## src/rtl/demux16x32_seq_if.sv

```systemverilog
// Bus bundle for demux16x32_seq.
//   D         write data word
//   S         explicit channel select (used when auto_inc=0)
//   wr_en     write strobe, one word per cycle
//   auto_inc  1: channel from internal pointer, 0: channel from S
//   clr       per-channel clear of valid/ovr
//   Q         registered per-channel data, Q[k] is channel k
//   valid     sticky "holds unread data" per channel
//   ovr       sticky overrun per channel
//   ptr       internal channel pointer
//   wrap      one-cycle pulse on auto pointer wrap 15->0
//   all_valid AND of all valid bits
interface demux16x32_seq_if #(parameter int WIDTH = 32);
    logic [WIDTH-1:0]             D;
    logic [3:0]                   S;
    logic                         wr_en;
    logic                         auto_inc;
    logic [15:0]                  clr;
    logic [15:0][WIDTH-1:0]       Q;
    logic [15:0]                  valid;
    logic [15:0]                  ovr;
    logic [3:0]                   ptr;
    logic                         wrap;
    logic                         all_valid;

    modport master (
        output D, S, wr_en, auto_inc, clr,
        input  Q, valid, ovr, ptr, wrap, all_valid
    );

    modport slave (
        input  D, S, wr_en, auto_inc, clr,
        output Q, valid, ovr, ptr, wrap, all_valid
    );
endinterface

```

## src/rtl/demux16x32_seq.sv

```systemverilog
// 16-channel registered write demultiplexer with sticky valid/overrun flags
// and an auto-incrementing channel pointer.
//   clk  single clock, rising edge
//   rst  synchronous active-high reset, overrides every other input
//   bus  demux16x32_seq_if slave: write side (D, S, wr_en, auto_inc, clr)
//        in, per-channel state (Q, valid, ovr, ptr, wrap, all_valid) out
module demux16x32_seq #(
    parameter int WIDTH = 32
) (
    input  logic             clk,
    input  logic             rst,
    demux16x32_seq_if.slave  bus
);

    logic [15:0][WIDTH-1:0] q_r;
    logic [15:0]            valid_r;
    logic [15:0]            ovr_r;
    logic [3:0]             ptr_r;
    logic                   wrap_r;
    logic [3:0]             ch;
    logic [15:0]            hit;

    // Channel select follows the auto_inc value of the current cycle.
    always_comb begin
        ch  = bus.auto_inc ? ptr_r : bus.S;
        hit = '0;
        if (bus.wr_en) hit[ch] = 1'b1;
    end

    always_ff @(posedge clk) begin
        if (rst) begin
            q_r     <= '0;
            valid_r <= '0;
            ovr_r   <= '0;
            ptr_r   <= '0;
            wrap_r  <= 1'b0;
        end else begin
            for (int k = 0; k < 16; k++) begin
                if (hit[k]) begin
                    // Write wins over clr for data/valid; a simultaneous clr
                    // still wipes ovr instead of letting it set.
                    q_r[k]     <= bus.D;
                    valid_r[k] <= 1'b1;
                    ovr_r[k]   <= bus.clr[k] ? 1'b0 : (ovr_r[k] | valid_r[k]);
                end else if (bus.clr[k]) begin
                    valid_r[k] <= 1'b0;
                    ovr_r[k]   <= 1'b0;
                end
            end

            // Manual mode tracks S every cycle so switching to auto mode
            // resumes from the last channel addressed explicitly.
            if (bus.auto_inc) begin
                if (bus.wr_en) ptr_r <= ptr_r + 4'd1;
            end else begin
                ptr_r <= bus.S;
            end

            wrap_r <= bus.auto_inc && bus.wr_en && (ptr_r == 4'hF);
        end
    end

    assign bus.Q         = q_r;
    assign bus.valid     = valid_r;
    assign bus.ovr       = ovr_r;
    assign bus.ptr       = ptr_r;
    assign bus.wrap      = wrap_r;
    assign bus.all_valid = &valid_r;

endmodule

```

## src/flat_wrapper.sv

```systemverilog
// flat-port wrapper written by rule: the top's interface ports become plain ports
module demux16x32_seq_flat 
#(
    parameter int WIDTH = 32
)
  (clk, rst, bus_D, bus_S, bus_wr_en, bus_auto_inc, bus_clr, bus_Q, bus_valid, bus_ovr, bus_ptr, bus_wrap, bus_all_valid);
  demux16x32_seq_if #(.WIDTH(WIDTH)) bus_i ();
  input  logic clk;
  input  logic rst;
  input wire logic [$bits(bus_i.D)-1:0] bus_D;
  input wire logic [$bits(bus_i.S)-1:0] bus_S;
  input wire logic [$bits(bus_i.wr_en)-1:0] bus_wr_en;
  input wire logic [$bits(bus_i.auto_inc)-1:0] bus_auto_inc;
  input wire logic [$bits(bus_i.clr)-1:0] bus_clr;
  output wire logic [$bits(bus_i.Q)-1:0] bus_Q;
  output wire logic [$bits(bus_i.valid)-1:0] bus_valid;
  output wire logic [$bits(bus_i.ovr)-1:0] bus_ovr;
  output wire logic [$bits(bus_i.ptr)-1:0] bus_ptr;
  output wire logic [$bits(bus_i.wrap)-1:0] bus_wrap;
  output wire logic [$bits(bus_i.all_valid)-1:0] bus_all_valid;
  assign bus_i.D = bus_D;
  assign bus_i.S = bus_S;
  assign bus_i.wr_en = bus_wr_en;
  assign bus_i.auto_inc = bus_auto_inc;
  assign bus_i.clr = bus_clr;
  assign bus_Q = bus_i.Q;
  assign bus_valid = bus_i.valid;
  assign bus_ovr = bus_i.ovr;
  assign bus_ptr = bus_i.ptr;
  assign bus_wrap = bus_i.wrap;
  assign bus_all_valid = bus_i.all_valid;
  demux16x32_seq #(.WIDTH(WIDTH)) u_core (.clk(clk), .rst(rst), .bus(bus_i));
endmodule
```

## config.mk

```make
export PLATFORM = sky130hd
export DESIGN_NAME = demux16x32_seq_flat
export DESIGN_NICKNAME = d
export VERILOG_FILES = /design/src/rtl/demux16x32_seq_if.sv /design/src/rtl/demux16x32_seq.sv /design/src/flat_wrapper.sv
export SDC_FILE = /design/constraint.sdc
export NUM_CORES = 1
export LEC_CHECK = 0
export BUFFER_PORTS_ARGS = -buffer_cell sky130_fd_sc_hd__buf_4
export CORE_AREA = 10 10 225 227
export DETAILED_ROUTE_END_ITERATION = 12
export DIE_AREA = 0 0 235 237
export GPL_TIMING_DRIVEN = 0
export MAX_ROUTING_LAYER = met4
export PLACE_DENSITY = 0.83
export RECOVER_POWER = 100
export SETUP_SLACK_MARGIN = 0.3
export SLEW_MARGIN = 20
export SYNTH_ARGS = -nofsm -noshare
export SYNTH_HDL_FRONTEND = slang
export SYNTH_SLANG_ARGS = --single-unit
export TNS_END_PERCENT = 100
```

## constraint.sdc

```tcl
create_clock -name clk -period 2.7 [get_ports clk]
set_input_delay 0.135 -clock clk [delete_from_list [all_inputs] [get_ports clk]]
set_output_delay 0.135 -clock clk [all_outputs]
set_load 0.01 [all_outputs]
```

# Yosys cells after proc, flatten, opt, wreduce, memory -nomap -nowiden
# Cells that the tools add are included.
# word_totals
reg_bits	549
in_bits	56
output_inout_bits	550
elab_cells	161
# classes
n_addsub	1
magnitude_cmp	2
eq_ne	2
muxes	70
bitwise_logic	16
n_reduce_logical	20
# ops
op	count
$mux 1	65
$reduce_bool 2->1	16
$mux 16	1
$or 1x1->1	16
$reduce_and 16->1	1
$mux 4	3
$lt 4x5->1 const B	1
$add 4x1->4 const B	1
$demux 1 s4	1
$eq 4x4->1 const B	1
$ge 4x1->1 const B	1
$logic_and 1x1->1	3
$ne 2x2->1 const B	1

# Depth between registers and ports, before layout
# Gate-level depths: netlist (run 1).
# depth
depth_word	7
ltp_mapped	6
depth_no_buf	4

# Worst setup path before layout (run 1)
# Ideal clock, no wire load.
# synth_path
kind	register to register
startpoint	register u_core.ptr_r[2], in the netlist u_core.bus.ptr[2]
endpoint	register u_core.q_r, in the netlist u_core.bus.Q[395]
setup_ns	0.072
arrival_ns	1.482
slack_ns	1.146
path_stages_with_launch	7
path_buffers	3
synth_period_minus_slack_ns	1.554
cell_sequence	dfxtp_1 -> and3_1 -> clkbuf_1 -> o22a_1 -> buf_4 -> buf_4 -> mux2i_1
# synth_via
elab_chain_len	6
word_cells_on_any_way	7
# synth_lines
element	line_no	text
start, declared	demux16x32_seq.sv:18	logic [3:0] ptr_r;
start signal, assigned	demux16x32_seq.sv:54	if (bus.wr_en) ptr_r <= ptr_r + 4'd1;
start signal, assigned	demux16x32_seq.sv:56	ptr_r <= bus.S;
$mux 4 *	demux16x32_seq.sv:25	ch = bus.auto_inc ? ptr_r : bus.S;
$lt 4x5->1 (not written as such) / $ge 4x1->1 (equally long branches)	demux16x32_seq.sv:27	if (bus.wr_en) hit[ch] = 1'b1;
$logic_and 1x1->1 (not written as such)	demux16x32_seq.sv:27	
$mux 1 (not written as such)	demux16x32_seq.sv:27	
$demux 1 s4 *	--	
$mux 16 *	demux16x32_seq.sv:27	
end signal, assigned by index	demux16x32_seq.sv:42	q_r[k] <= bus.D;
end, declared	demux16x32_seq.sv:15	logic [15:0][WIDTH-1:0] q_r;
# Mark *: on every way between the ends. The rest lies on a longest branch, timed or not.
# A chain may end at the register's enable or synchronous reset.

# Worst setup path in the final report (run 1)
# layout_path
startpoint	register u_core.ptr_r[1], in the netlist u_core.bus.ptr[1]
endpoint	register u_core.q_r, in the netlist u_core.bus.Q[298]
# The elaborated chain is that of the path after synthesis.

==> flow_metrics.py, run 1 <==
metrics = {
    "sta": {
        "finalMaxSlewViolations": 0,
        "fmax_ghz": 0.405,
        "period_share_pct": 91.3,
        "fin_crit_ns": 2.47,
        "rsz0062_at_grt": "no",
        "tightest_slew_ns": 1.16,
        "finClkSkew_ns": 0.0214,
        "relSlewSlack_pct": 22.6,
        "finalHoldViolCount": 0,
        "finalSetupViolCount": 0,
        "finalSetupTns_ns": 0,
    },
    "worst_setup_path": {
        "slowest_delay_ns": 0.88,
        "critPathMaxFanout": 10,
        "r2r-start": "u_core.bus.ptr[1]",
        "end_kind": "register",
        "crit_buf_inv": 2,
        "setup.worst_path.start_class": "register",
        "path_class": "reg -> reg",
        "slowest_stage": "clkbuf_1",
        "worstPathRequired_ns": 3.21,
        "r2r_cells": 5,
        "rr_endpoint": "u_core.bus.Q[298]",
        "arrival_ns": 2.98,
        "r2r_slack_ns": 0.23,
        "crit_path_start": "u_core.bus.ptr[1]",
        "crit_chain": "and4b_1 > o22ai_1 > clkbuf_1 > buf_6 > mux2i_1",
        "path_delay_family": "buffers and inverters",
    },
    "synth": {
        "synthFlopType": "dfxtp_1",
        "synthTopCellsByArea": "dfxtp_1, mux2i_1, nand2b_1",
        "synth_cells": 1954,
        "yosys.area.top_type": "dfxtp_1",
        "synth_edf_count": 0,
        "synth.distinct_cells": 31,
        "yosysWarnings": 0,
        "syn_nets": 2011,
        "syn-cell-area_sq_um": 21500,
        "avgSynthCellArea_sq_um": 11.0,
        "synth-seq-cells": 549,
        "ys_seq_area_share_pct": 51.2,
        "async_flop_share_pct": 0,
        "synth_top_area_share_pct": 51.2,
    },
    "drt": {
        "drt_iter0_drc": 1145,
        "detail_route.wl_per_cell_um": 24.9,
        "routed_wirelength_mm": 82.0,
        "firstDrtPassIters": 5,
        "ant_nets": 0,
        "vias": 17200,
        "via_per_inst": 5.22,
        "drcViolationCount": 0,
    },
    "min_path": {
        "min_path_cells": 4,
        "worstHoldPathType": "in -> reg",
        "hp-start": "bus_D[1]",
        "holdPathEnd": "u_core.bus.Q[481]",
    },
    "clock_network": {
        "ctsHtreeMaxLevel": 2,
        "clk_latency_ns": 0.61,
        "clockBufferDepth": 3,
        "cts_tree": "done",
        "cts.sink_count": 549,
        "postCtsSetupBuffers": 0,
        "cts-buffers-inserted": 56,
        "clockRootBuffer": "clkbuf_16",
        "cts_resized": 0,
        "cts_hold_buffers": 23,
        "path_clk_slew_ns": 0.07,
    },
    "floorplanning": {
        "die_w_um": 235,
        "pin_count": 606,
        "initial_core_util_pct": 46.5,
        "rows": 79,
        "dieArea_sq_um": 55700,
        "die_h_um": 237,
        "core_sq_um": 46200,
    },
    "placement": {
        "port_buffers": 604,
        "gp_congestion": 0.909,
        "dp_cells": 3165,
        "dpl.hpwl_mm": 61.6,
    },
    "global_routing": {
        "grt_util_all_layers_pct": 28.7,
        "grt_pass1_wl_mm": 119,
        "use_met1_pct": 31.5,
        "antenna_found_initial": 4,
        "grt_start_max_net_pins": 15,
        "grt-ovfl-total": 0,
        "grt.busiest_layer": "met2",
        "grt_use_met2_pct": 48.6,
        "grt_pass1_vias": 18000,
        "grtUsageMet3_pct": 7.35,
    },
    "final_layout": {
        "area_delta_synth_final_pct": 24.3,
        "fin_nets": 2696,
        "drive_gt1_share_pct": 7.37,
        "final_cells": 3294,
    },
    "job": {
        "cap_violations": 0,
    },
    "power_and_ir_drop": {
        "peakVddDrop_mv": 0.464,
        "p_leak_nw": 12.5,
        "powerDensity_nw_per_um2": 650,
    },
    "status": {
        "run_status": "finished clean",
    },
}
cell usage in the layout (no fill, tap or decap), types with 2 or more instances in the layout:
master         synthesis  final
clkbuf_1             129    713
nand2b_1             560    560
dfxtp_1              549    549
mux2i_1              513    513
buf_4                 25     63
clkbuf_16              0     57
nand2_1               33     33
buf_6                 32     26
dlygate4sd3_1          0     23
nor2_1                21     21
o22ai_1               16     16
a21oi_1               16     16
o21ai_1               14     14
clkbuf_8               0     13
clkbuf_2               0     12
clkinv_2               0     11
nand4_1                5      5
a211oi_1               4      4
and3b_1                3      3
buf_2                 10      3
and4b_1                3      3
nor3b_2                3      3
bufinv_16              0      3
clkinvlp_4             0      3
o22a_1                 2      2
and4bb_1               1      2
xor2_1                 2      2
o21ai_0                2      2
inv_6                  0      2
tightest hold or removal path: cells and delay by family:
kind          cells  cell delay [ns]
buf+inv           2             0.26
mux               1             0.15
simple gates      1             0.05
worst max-delay path by stage:
stage	end	slack, ns	cells past startpoint
global route	u_core.bus.Q[478]	0.21	6
global placement	u_core.bus.Q[128]	0.42	5
detailed placement	u_core.bus.ptr[1]	0.36	4
CTS	u_core.bus.ptr[3]	0.46	5
floorplan	u_core.bus.Q[395]	1.15	6
finish	u_core.bus.Q[298]	0.23	5
report_power, final:
part,switching (mW),internal (mW)
sequential,0.0908,8.23
combinational,0.745,0.464
clock,3.28,4.53
total,4.12,13.2
registers in the layout, indices dropped and copies added, names as in the netlist:
register and count:
u_core.bus.ptr 4, u_core.bus.ovr 16, u_core.bus.wrap 1, u_core.bus.valid 16, u_core.bus.Q 512
Yosys cell counts (all sizes together), types with 2 or more instances:
cell / count
and4bb: 3
o22ai: 16
nand2: 33
mux2i: 513
nand2b: 560
xor2: 2
a21oi: 16
o22a: 2
buf: 68
a211oi: 4
nor3b: 3
and3b: 3
dfxtp: 549
nor2: 21
o21ai: 16
nand4: 5
clkbuf: 129
and4b: 3
cell type report:
cell class                 instances  area (sq um)
clock buffer                      86          1670
timing repair buffer             627          2700
fill                            4311         19500
clock inverter                    19           185
antenna                            1          2.50
multi-input combinational       1208          9400
sequential                       549         11000
buffer                           197           987
tap                              607           759
per-stage QoR:
stage / util (%) / setup slack, ns / total power, mW / cell area, sq um / hold slack, ns
after global placement: 58.0 / 0.418 / 9.75 / 26800 / 0.412
after global routing: 57.8 / 0.215 / 17.8 / 26700 / 0.0607
after CTS: 62.5 / 0.459 / 17.5 / 28900 / 0.00961
after detailed placement: 58.0 / 0.355 / 9.77 / 26800 / 0.416
after floorplan: - / 1.15 / 9.14 / 21500 / 0.307
final: 57.8 / 0.234 / 17.3 / 26700 / 0.0408
per-layer routing:
metal | share of wire (%) | vias up
li1 | - | 7820
met1 | 40 | 8503
met2 | 49 | 691
met3 | 7.2 | 175
met4 | 4.0 | 0
met5 | 0 | -
kinds of logic after synthesis:
kind of cell / after synthesis / synth area share, %
simple gates: 637 / 18.2
flops: 549 / 51.2
mux: 513 / 23.9
buf+inv: 197 / 5.06
compound gates: 54 / 1.43
xor+xnor: 3 / 0.122
fa+ha+maj: 1 / 0.0582
Power figures use the tool's default switching activity.
==> inputs of run 2 (changes only) <==
CORE_AREA = 2 2 237 239   (was 10 10 225 227)
DIE_AREA = 0 0 239 241   (was 0 0 235 237)
PLACE_DENSITY = 0.73   (was 0.83)
==> run 2 against run 1 <==
Effect of this change:
- clock-buffer cell count down 12
- flip-flop and latch count unchanged
- power down 1.9%
- routed wire length down 5.2%
- die area up 3.4%
- global-route usage down 1.9 points
- clock skew down 0.011 ns
- sequential power about the same
- setup slack better by 0.11 ns
- cell area down 0.28%
- critical path depth up 1
- largest cell class unchanged
==> flow_metrics.py, run 2 (synthesis results as in run 1) <==
metrics = {
    "power_and_ir_drop": {
        "p_leak_nw": 12.4,
        "intPower_mw": 12.9,
        "clockPowerShare_pct": 44.1,
        "peakVddDrop_mv": 0.433,
        "combPwrFrac_pct": 7.0,
        "switching_power_mw": 4.06,
        "powerDensity_nw_per_um2": 639,
        "p_seq_share_pct": 48.9,
        "switching_share_pct": 23.9,
    },
    "placement": {
        "gp_congestion": 0.892,
        "port_buffers": 604,
        "dpl.hpwl_mm": 57.9,
        "dp_slack_ns": 0.192,
    },
    "global_routing": {
        "grt_pass1_wl_mm": 111,
        "antenna_found_initial": 0,
        "grt_util_all_layers_pct": 26.8,
        "grt_start_max_net_pins": 15,
        "grt_pass1_vias": 17200,
        "grt-ovfl-total": 0,
    },
    "worst_setup_path": {
        "critPathMaxFanout": 10,
        "r2r_slack_ns": 0.35,
        "rr_endpoint": "u_core.bus.Q[503]",
        "cp-endpoint": "u_core.bus.Q[503]",
        "path_class": "reg -> reg",
        "end_kind": "register",
        "setup.worst_path.start_class": "register",
        "arrival_ns": 2.88,
        "r2r-start": "u_core.bus.ptr[2]",
        "worstPathRequired_ns": 3.23,
        "r2r_cells": 6,
        "crit_path_start": "u_core.bus.ptr[2]",
    },
    "sta": {
        "finalSetupTns_ns": 0,
        "tightest_slew_ns": 1.26,
        "period_share_pct": 87.1,
        "finalHoldViolCount": 0,
        "finalMaxSlewViolations": 0,
        "finClkSkew_ns": 0.00991,
        "finalSetupViolCount": 0,
        "fin_crit_ns": 2.35,
        "fmax_ghz": 0.425,
        "finalWorstSetupSlack_ns": 0.347,
        "hold_slack_ns": 0.0390,
        "rsz0062_at_grt": "no",
        "relSlewSlack_pct": 15.7,
    },
    "final_layout": {
        "layout_common_cells": "clkbuf_1, nand2b_1, dfxtp_1",
        "nFillCells": 5492,
        "drive_gt1_share_pct": 7.04,
        "largest_reg_flops": 512,
        "final_common_cell": "clkbuf_1",
        "fin_nets": 2696,
        "area_delta_synth_final_pct": 23.9,
    },
    "floorplanning": {
        "pin_count": 606,
        "core_sq_um": 54900,
        "die_w_um": 239,
        "dieArea_sq_um": 57600,
        "die_h_um": 241,
        "rows": 86,
        "initial_core_util_pct": 39.1,
    },
    "clock_network": {
        "clockBufferDepth": 3,
        "path_clk_slew_ns": 0.06,
        "cts_resized": 0,
        "clockRootBuffer": "clkbuf_16",
        "cts_tree": "done",
        "cts-buffers-inserted": 57,
        "clk_latency_ns": 0.61,
        "ctsHtreeMaxLevel": 2,
        "cts_hold_buffers": 22,
        "postCtsSetupBuffers": 0,
        "cts.sink_count": 549,
    },
    "min_path": {
        "worstHoldPathType": "in -> reg",
    },
    "drt": {
        "ant_nets": 0,
        "drcViolationCount": 0,
        "vias": 16700,
        "routed_wirelength_mm": 77.7,
        "via_per_inst": 4.96,
        "drt_iter0_drc": 795,
        "firstDrtPassIters": 5,
        "detail_route.wl_per_cell_um": 23.0,
    },
    "job": {
        "cap_violations": 0,
    },
    "status": {
        "run_status": "finished clean",
    },
}
==> run 2: per-stage QoR <==
stage	std cells	utilization, %	power (mW)	instance area, sq um
6_report	3375	48.5	17.0	26600
2_1_floorplan	1954	-	9.14	21500
4_1_cts	3374	52.5	17.2	28800
3_3_place_gp	3262	49.0	9.75	26900
3_5_place_dp	3262	49.0	9.78	26900
5_1_grt	3374	48.5	17.5	26600
==> run 2: cell type report <==
cell class                 count  area, sq um  share of cell area (%)
antenna                        1         2.50                 0.00940
buffer                       197          927                    3.48
clock buffer                  74         1580                    5.94
clock inverter                16          144                   0.541
multi-input combinational   1208         9400                    35.3
sequential                   549        11000                    41.3
tap                          704          881                    3.31
timing repair buffer         626         2690                    10.1
==> run 2: worst min path at each step <==
stage | startpoint | endpoint | slack, ns | depth (start not counted)
2_1_floorplan | bus_S[0] | u_core.bus.ptr[0] | 0.31 | 2
3_3_place_gp | bus_clr[3] | u_core.bus.ovr[3] | 0.42 | 4
3_5_place_dp | bus_clr[1] | u_core.bus.ovr[1] | 0.41 | 4
4_1_cts | bus_D[4] | u_core.bus.Q[4] | 0.01 | 4
5_1_grt | bus_D[4] | u_core.bus.Q[484] | 0.06 | 4
6_report | bus_D[4] | u_core.bus.Q[484] | 0.04 | 4
==> run 2: worst max-delay path, cell delays in order, from the launching register on <==
cell      delay (ns)
dfxtp_1         0.42
and3_1          0.22
clkbuf_1        0.16
o22ai_1         0.24
clkbuf_1        0.55
clkbuf_2        0.45
mux2i_1         0.24
==> run 2: power groups by stage <==
| stage | Clock, mW | Combinational (mW) | Sequential (mW) |
|---|---|---|---|
| global placement | 0 | 1.26 | 8.49 |
| finish | 7.49 | 1.20 | 8.31 |
| CTS | 7.60 | 1.31 | 8.31 |
| floorplan | 0 | 0.605 | 8.54 |
| detailed placement | 0 | 1.28 | 8.49 |
| global route | 7.91 | 1.27 | 8.32 |
==> run 2: per-layer routing <==
| layer | up-vias | track usage, % | wire length (um) |
|---|---|---|---|
| met5 | - | - | 0 |
| met4 | 0 | 8.73 | 2690 |
| met3 | 157 | 6.85 | 5130 |
| met2 | 523 | 45.5 | 37700 |
| met1 | 8279 | 30.9 | 32100 |
| li1 | 7788 | - | - |
